--- src/rtl/adder_pkg.sv ---
`default_nettype none
// ============================================================================
// Package  : adder_pkg
// Brief    : Shared constants, types and helpers for the pipelined adder.
// Revision : 1.0 - initial release
// ============================================================================
package adder_pkg;

    // Operation select on the sub input.
    localparam logic MODE_ADD = 1'b0;
    localparam logic MODE_SUB = 1'b1;

    // Segment width of the default build; sizes the payload type below.
    localparam int SEG_DEFAULT = 4;

    // One stage's contribution: its slice of the result plus the carry it hands on.
    typedef struct packed {
        logic                   carry;
        logic [SEG_DEFAULT-1:0] sum;
    } seg_payload_t;

    // Number of pipeline stages; guarded so a bad SEG cannot divide by zero
    // before the configuration check in the top level reports it.
    function automatic int calc_nstage(input int width, input int seg);
        return (seg < 1) ? 1 : (width / seg);
    endfunction

endpackage
`default_nettype wire

--- src/rtl/adder_segment.sv ---
`default_nettype none
// ============================================================================
// Module   : adder_segment
// Brief    : Combinational SEG-bit ripple of full-adder cells. Also exposes
//            the carry into the top cell so the caller can form signed
//            overflow.
// Revision : 1.0 - initial release
// ============================================================================
module adder_segment #(
    parameter int SEG = 4
) (
    input  logic [SEG-1:0] i_a,
    input  logic [SEG-1:0] i_b,
    input  logic           i_cin,
    output logic [SEG-1:0] o_sum,
    output logic           o_cout,
    output logic           o_c_msb
);

    // Ripple the carry through each full-adder cell, LSB first.
    always_comb begin
        logic c_v;
        c_v     = i_cin;
        o_sum   = '0;
        o_c_msb = i_cin;
        for (int i = 0; i < SEG; i++) begin
            if (i == SEG - 1) begin
                o_c_msb = c_v;
            end
            o_sum[i] = i_a[i] ^ i_b[i] ^ c_v;
            c_v      = (i_a[i] & i_b[i]) | (c_v & (i_a[i] ^ i_b[i]));
        end
        o_cout = c_v;
    end

endmodule
`default_nettype wire

--- src/rtl/pipelined_adder.sv ---
`default_nettype none
// ============================================================================
// Module   : pipelined_adder
// Brief    : Pipelined two's-complement adder/subtractor. One SEG-bit segment
//            of the carry chain is resolved per stage; operands and results
//            use valid/ready with whole-pipeline backpressure.
// Options  : ADDER_OVERFLOW_EN - when defined, overflow carries the registered
//            signed-overflow flag; otherwise it is tied low.
// Revision : 1.0 - initial release
// ============================================================================
module pipelined_adder
    import adder_pkg::*;
#(
    parameter int WIDTH = 16,
    parameter int SEG   = 4
) (
    input  logic             clk,
    input  logic             reset,
    input  logic             in_valid,
    output logic             in_ready,
    input  logic [WIDTH-1:0] a,
    input  logic [WIDTH-1:0] b,
    input  logic             cin,
    input  logic             sub,
    output logic             out_valid,
    input  logic             out_ready,
    output logic [WIDTH-1:0] sum,
    output logic             cout,
    output logic             overflow
);

    localparam int NSTAGE = calc_nstage(WIDTH, SEG);

    // Reject configurations that cannot be split into whole segments.
    if (SEG < 1) begin : g_bad_seg
        $error("pipelined_adder: SEG must be at least 1");
    end else if ((WIDTH % SEG) != 0) begin : g_bad_width
        $error("pipelined_adder: WIDTH must be a multiple of SEG");
    end

    // Word layout per stage: processed result segments are rotated in at the
    // top while the not-yet-added operand A segments shift down, so after the
    // final stage the word is exactly the result (skew and deskew in one).
    logic [WIDTH-1:0] word_s  [NSTAGE];
    logic [WIDTH-1:0] bw_s    [NSTAGE];
    logic             carry_s [NSTAGE];
    logic             valid_s [NSTAGE];
    logic             cmsb_s  [NSTAGE];

    logic             adv;
    logic [WIDTH-1:0] b_eff;
    logic             c0;

    // Map the operation onto a plain addition: subtract is A + ~B + 1.
    always_comb begin
        b_eff = (sub == MODE_SUB) ? ~b : b;
        c0    = (sub == MODE_SUB) ? 1'b1 : cin;
    end

    // The whole pipeline moves together unless the output beat is stuck.
    assign adv       = !valid_s[NSTAGE-1] || out_ready;
    assign in_ready  = adv;
    assign out_valid = valid_s[NSTAGE-1];
    assign sum       = word_s[NSTAGE-1];
    assign cout      = carry_s[NSTAGE-1];

    for (genvar k = 0; k < NSTAGE; k++) begin : g_stage
        logic [WIDTH-1:0] x_in;
        logic [WIDTH-1:0] y_in;
        logic             c_in;
        logic             v_in;
        logic [SEG-1:0]   seg_sum;
        logic             seg_cout;
        logic [WIDTH-1:0] word_next;
        logic [WIDTH-1:0] word_d;
        logic [WIDTH-1:0] word_q;
        logic             carry_d;
        logic             carry_q;
        logic             valid_d;
        logic             valid_q;

        if (k == 0) begin : g_first
            assign x_in = a;
            assign y_in = b_eff;
            assign c_in = c0;
            assign v_in = in_valid;
        end else begin : g_next
            assign x_in = word_s[k-1];
            assign y_in = bw_s[k-1];
            assign c_in = carry_s[k-1];
            assign v_in = valid_s[k-1];
        end

        adder_segment #(
            .SEG (SEG)
        ) u_seg (
            .i_a     (x_in[SEG-1:0]),
            .i_b     (y_in[SEG-1:0]),
            .i_cin   (c_in),
            .o_sum   (seg_sum),
            .o_cout  (seg_cout),
`ifdef ADDER_OVERFLOW_EN
            .o_c_msb (cmsb_s[k])
`else
            .o_c_msb ()
`endif
        );

        if (NSTAGE == 1) begin : g_single
            assign word_next = seg_sum;
        end else begin : g_multi
            assign word_next = {seg_sum, x_in[WIDTH-1:SEG]};
        end

        // Load a new beat on advance; data only moves with a valid beat.
        always_comb begin
            valid_d = valid_q;
            word_d  = word_q;
            carry_d = carry_q;
            if (adv) begin
                valid_d = v_in;
                if (v_in) begin
                    word_d  = word_next;
                    carry_d = seg_cout;
                end
            end
        end

        // Stage registers.
        always_ff @(posedge clk or posedge reset) begin
            if (reset) begin
                valid_q <= 1'b0;
                word_q  <= '0;
                carry_q <= 1'b0;
            end else begin
                valid_q <= valid_d;
                word_q  <= word_d;
                carry_q <= carry_d;
            end
        end

        assign word_s[k]  = word_q;
        assign carry_s[k] = carry_q;
        assign valid_s[k] = valid_q;

        // Remaining B segments travel alongside; the last stage needs none.
        if (k < NSTAGE - 1) begin : g_skew
            logic [WIDTH-1:0] bw_d;
            logic [WIDTH-1:0] bw_q;

            // Shift the consumed B segment out as the beat advances.
            always_comb begin
                bw_d = bw_q;
                if (adv && v_in) begin
                    bw_d = y_in >> SEG;
                end
            end

            // Skew register for operand B.
            always_ff @(posedge clk or posedge reset) begin
                if (reset) begin
                    bw_q <= '0;
                end else begin
                    bw_q <= bw_d;
                end
            end

            assign bw_s[k] = bw_q;
        end

`ifdef ADDER_OVERFLOW_EN
        if (k == NSTAGE - 1) begin : g_ovf_tap
            logic ovf_d;
            logic ovf_q;

            // Signed overflow is carry into the MSB differing from carry out.
            always_comb begin
                ovf_d = ovf_q;
                if (adv && v_in) begin
                    ovf_d = cmsb_s[k] ^ seg_cout;
                end
            end

            // Overflow flag registered with the final stage.
            always_ff @(posedge clk or posedge reset) begin
                if (reset) begin
                    ovf_q <= 1'b0;
                end else begin
                    ovf_q <= ovf_d;
                end
            end

            assign overflow = ovf_q;
        end
`endif
    end

`ifndef ADDER_OVERFLOW_EN
    assign overflow = 1'b0;
`endif

endmodule
`default_nettype wire

--- config.mk ---
export PLATFORM = sky130hd
export DESIGN_NAME = pipelined_adder
export DESIGN_NICKNAME = d
export VERILOG_FILES = /design/src/rtl/adder_pkg.sv /design/src/rtl/adder_segment.sv /design/src/rtl/pipelined_adder.sv
export SDC_FILE = /design/constraint.sdc
export NUM_CORES = 1
export LEC_CHECK = 0
export BUFFER_PORTS_ARGS = -buffer_cell sky130_fd_sc_hd__buf_2
export CAP_MARGIN = 5
export CORE_UTILIZATION = 30
export CTS_CLUSTER_DIAMETER = 60
export CTS_CLUSTER_SIZE = 25
export DETAILED_ROUTE_END_ITERATION = 12
export SLEW_MARGIN = 20
export SYNTH_ARGS = -nofsm -noshare
export SYNTH_HDL_FRONTEND = slang
export SYNTH_SLANG_ARGS = --single-unit
--- constraint.sdc ---
create_clock -name clk -period 4.2 [get_ports clk]
set_input_delay 0.84 -clock clk [delete_from_list [all_inputs] [get_ports clk]]
set_output_delay 0.84 -clock clk [all_outputs]
set_load 0.05 [all_outputs]
# ---- After elaboration in Yosys (flattened, before gate mapping)
# Cells that the tools add are included.
dict set report totals {
  rom_bits 0
  elab_cells 107
  register_bits 96
  latch_bits 0
  n_memories 0
  ramBits 0
  out_inout_bits 20
}
dict set report classes {
  n_addsub 0
  shifts 0
  n_eq_ne 0
  reduce_logical 9
  div 0
  bitwise 81
  n_lt_le_gt_ge 0
  multipliers 0
  n_mux 2
}
# op n
set ops {}
lappend ops {{$and 1x1->1} 32}
lappend ops {{$xor 1x1->1} 32}
lappend ops {{$mux 16} 1}
lappend ops {{$not 16->16} 1}
lappend ops {{$or 1x1->1} 16}
lappend ops {{$reduce_and 2->1} 4}
lappend ops {{$logic_and 1x1->1} 3}
lappend ops {{$logic_not 1->1} 1}
lappend ops {{$logic_or 1x1->1} 1}
lappend ops {{$mux 1} 1}

# ---- Depth between registers and ports, before layout
dict set report logic_depth {
  depth_word 11
  ltp_mapped 11
}

# ---- Cells and area by module
# From an unflattened synthesis, not the netlist that was laid out.
dict set report hier_totals {
  hier_cells 292
  hier_area_um2 4344.2
}
# mod cells_each seq_area_each_um2 instances area_per_inst_um2
set modules_own_cells {}
lappend modules_own_cells {pipelined_adder 244 2402.3 1 3903.7}
lappend modules_own_cells {adder_segment 12 0.0 4 110.1}

# ---- Worst setup path after synthesis
# Ideal clock, no wire load.
dict set report synth_path {
  path_type {input to register}
  from {in sub}
  to {reg g_stage[0].word_q[15]}
  path_slack_ns 1.041
  n_path_buf 2
  stages 11
  setup_ns 0.125
  arrival_ns 3.034
  cell_sequence {buf_2 -> buf_4 -> xnor2_1 -> fa_1 -> inv_1 -> fa_1 -> inv_1 -> fa_1 -> inv_1 -> fa_1 -> mux2_4}
}
dict set report synth_via {
  elab_chain_cells 9
  word_cells_on_any_way 16
  cone_classes {mux (2); bitwise (14)}
}
# element line
set synth_lines {}
lappend synth_lines {{start, declared} pipelined_adder.sv:24} ;# input logic sub,
lappend synth_lines {{$mux 16} pipelined_adder.sv:56} ;# b_eff = (sub == MODE_SUB) ? ~b : b;
lappend synth_lines {{$xor 1x1->1} adder_segment.sv:31} ;# c_v = (i_a[i] & i_b[i]) | (c_v & (i_a[i] ^ i_b[i]));
lappend synth_lines {{$and 1x1->1} adder_segment.sv:31}
lappend synth_lines {{$or 1x1->1} adder_segment.sv:31}
lappend synth_lines {{$and 1x1->1} adder_segment.sv:31}
lappend synth_lines {{$or 1x1->1} adder_segment.sv:31}
lappend synth_lines {{$and 1x1->1} adder_segment.sv:31}
lappend synth_lines {{$or 1x1->1} adder_segment.sv:31}
lappend synth_lines {{$xor 1x1->1 (*)} adder_segment.sv:30} ;# o_sum[i] = i_a[i] ^ i_b[i] ^ c_v;
lappend synth_lines {{via g_stage[0].seg_sum[3]} pipelined_adder.sv:72} ;# logic [SEG-1:0] seg_sum;
lappend synth_lines {{end signal, assigned} pipelined_adder.sv:137} ;# word_q <= word_d;
lappend synth_lines {{end, declared} pipelined_adder.sv:76} ;# logic [WIDTH-1:0] word_q;
# The timed path passes the listed nets; every way through them passes the cells marked *.
# A chain may end at the register's enable or synchronous reset.

# ---- Final worst setup path
# Ends and elaborated chain as after synthesis.

==> run metrics <==
Worst Setup SP=sub; Sink Count=96; outcome=finished, final reports clean; warnings from Yosys=0; port bufs=56; worst hold path class=flip-flop to flip-flop; placed instance area=4640 µm²; power per cell area=799 nW/µm²; Max-cap violations=0; ant diodes=0; pin count of the biggest net entering global routing=44; Final Hold Viols=0; drt first-iter violations=60; sequential share of power=40.0%; Clock Pin Slew Worst Setup and Hold Paths=60 ps; FP Rows=43; Avg Cell Area, Syn=14.0 µm²; P_sw=1.41 mW; synthesized flop and latch total=96; RSZ-0062 raised after global routing=no; worst setup skew after layout=8.13 ps; critical path type=primary input to flip-flop; syn nets=357; root buffer cell=clkbuf_16; nets@finish=409; Max Buffers Root-to-Sink=2; Final min period=2640 ps; R2R Path Start=g_stage[0].word_q[0]$_DFFE_PP0P_; Leakage=2.23 nW; met2 wire length=3.74 mm; Syn-to-layout area delta=17.2%; Crit path max-delay family=adder cells; CP Buf/Inv Count=4; CTS Hold Buffers Added=0; io pins=58; Critical Path Max Stage Delay=400 ps; Synth area leaders=dfrtp_1 (57%), mux2_2 (14%), fa_1 (7.6%); CTS tree=built; share of cells above drive strength 1=39.7%; highest routed layer=met4; first-pass GRT wire length=12.9 mm; Core Region=13800 µm²; Initial Util=30.7%; dpl hpwl=5.35 mm; grt ovf=0; initial antenna violation count=0; worst skew pair latency=350 ps; WL met3=260 µm; Slew Limit Fails=0; post-cts resize count=0; Final Routed Wirelength=7.82 mm; post-synthesis sequential area ratio=56.6%; post-DR vias/cell=4.37; VDD IR-drop max=0.000233 V; Num CTS Buffers=9; Critical Path Source Type=primary input; fin cells=540; Pwr Total=3.97 mW; CP most frequent cell=fa_1; combinational fraction of design power=37.2%; share of power burned in the clock network=22.8%; hold_sp=g_stage[0].word_q[4]$_DFFE_PP0P_; Post-DRT Antenna Nets=0; worst-path cell chain=buf_2 -> xnor2_1 -> fa_1 -> inv_1 -> fa_1 -> inv_1 -> fa_1 -> inv_1 -> fa_1 -> mux2_4; worst setup margin=1560 ps; DRT Pass-1 Iters=4; share of the synthesized area in the top cell type=56.6%; drt wl/cell=14.5 µm; CP arrival=2870 ps; routability congestion estimate=0.706; synth unique cells=25; internal power=2.56 mW; Post-Synthesis Cells=303; number of global-route vias before repair=2459; Die Wd=121 µm; Slew Limit Headroom=59.7%; Required @ worst endpoint=4430 ps; Final Setup Violations=0; sw frac=35.5%; Max Freq=379 MHz; critical path capture point type=flip-flop; Fin Setup TNS=0 ps; total track usage=11.8%; DRC=0; Slew @ Worst Pin=603 ps; chip height=121 µm; M1 wire length=3.65 mm; vias post-DR=2361; final clock period utilization by the worst path=62.9%; Placement Setup Slack=1190 ps; Yosys top cell by area=dfrtp_1; post-route cell area=4970 µm²; CTS HTree Levels=3; post-CTS setup buffer count=0; synthesized area=4240 µm²; die footprint=14600 µm²; slowest cell on the critical path=fa_1; dpl cells=524; crit-path max FO=4
## power by group through the flow
| stage | registers (mW) | clock network (mW) | logic (mW) |
|---|---|---|---|
| floorplan | 1.84 | 0 | 0.944 |
| global placement | 1.61 | 0 | 1.47 |
| detailed placement | 1.61 | 0 | 1.51 |
| CTS | 1.60 | 0.923 | 1.51 |
| global route | 1.65 | 0.952 | 1.64 |
| finish | 1.59 | 0.903 | 1.48 |
## sequential cells by signal, summed over array words and instances, names as in the netlist
signal               count
g_stage.valid_q          3
cout                     1
sum                     16
g_stage.carry_q          3
out_valid                1
g_stage.word_q          48
g_stage.g_skew.bw_q     24
## cell families after synthesis
family                     Yosys count  share of synthesized area (%)
muxes                               69                           19.2
AOI/OAI and AO/OA                   46                           5.66
xor gates and xnor gates            16                           3.30
and+or+nand+nor                     11                           1.74
other                                1                         0.0884
DFF                                 96                           56.6
adders and majority gates           16                           7.55
buffers and inverters               48                           5.84
## cell type report
class,count,area [µm²]
Clock buffer,14,274
Clock inverter,2,60.1
Fill cell,1339,8860
Inverter,30,114
Multi-Input combinational cell,159,1590
Sequential cell,96,2400
Tap cell,180,225
Timing Repair Buffer,59,303
## worst paths after layout
check	endpoint	slack [ps]	cells past startpoint
worst max-delay path	g_stage[0].word_q[15]$_DFFE_PP0P_	1560	10
worst min-delay path	g_stage[0].word_q[4]$_DFFE_PP0P_	500	1
worst max register to register	g_stage[1].word_q[15]$_DFFE_PP0P_	1920	8
worst min register to register	g_stage[0].word_q[4]$_DFFE_PP0P_	500	1
max in group asynchronous	g_stage[1].word_q[5]$_DFFE_PP0P_	2750	3
min in group asynchronous	sum[13]$_DFFE_PP0P_	530	2
## cells in the mapped netlist
library cell,number
mux2_2,54
mux2i_1,1
nand3_1,4
a31oi_1,8
nor2_1,1
xor2_1,4
nand2_4,1
nand2_1,1
conb_1,1
and2_4,1
xnor2_1,12
dfrtp_1,96
mux2_4,10
nand2_2,2
buf_2,5
inv_1,30
clkbuf_2,1
o21ai_0,6
buf_4,6
a21oi_1,32
buf_1,1
nand2b_4,1
buf_6,5
fa_1,16
mux2_1,4
## routing by layer
| metal | GRT usage, % | up-vias |
|---|---|---|
| li1 | - | 1111 |
| met1 | 15.7 | 1194 |
| met5 | 0 | - |
| met2 | 18.1 | 41 |
| met3 | 1.97 | 15 |
| met4 | 6.94 | 0 |
## per-stage QoR
step | util, % | hold WS, ps
final | 35.9 | 496
after global routing | 35.9 | 509
after CTS | 35.9 | 501
after detailed placement | 33.5 | 488
after global placement | 33.5 | 473
after floorplan | - | 454
## placed cells by master (no fill, tap or decap)
master,n
and2_4,1
buf_2,56
clkbuf_8,3
conb_1,1
mux2i_1,1
nand2_2,2
dfrtp_1,96
inv_1,29
mux2_4,10
clkinv_2,1
nand3_1,4
nor2_1,1
nand2_4,1
clkbuf_16,9
nand2b_4,1
a21oi_1,32
mux2_2,54
mux2_1,4
nand2_1,1
xor2_1,4
fa_1,16
clkbuf_1,2
xnor2_1,12
a31oi_1,8
o21ai_0,6
buf_4,3
bufinv_16,2
Power figures use the tool's default switching activity.
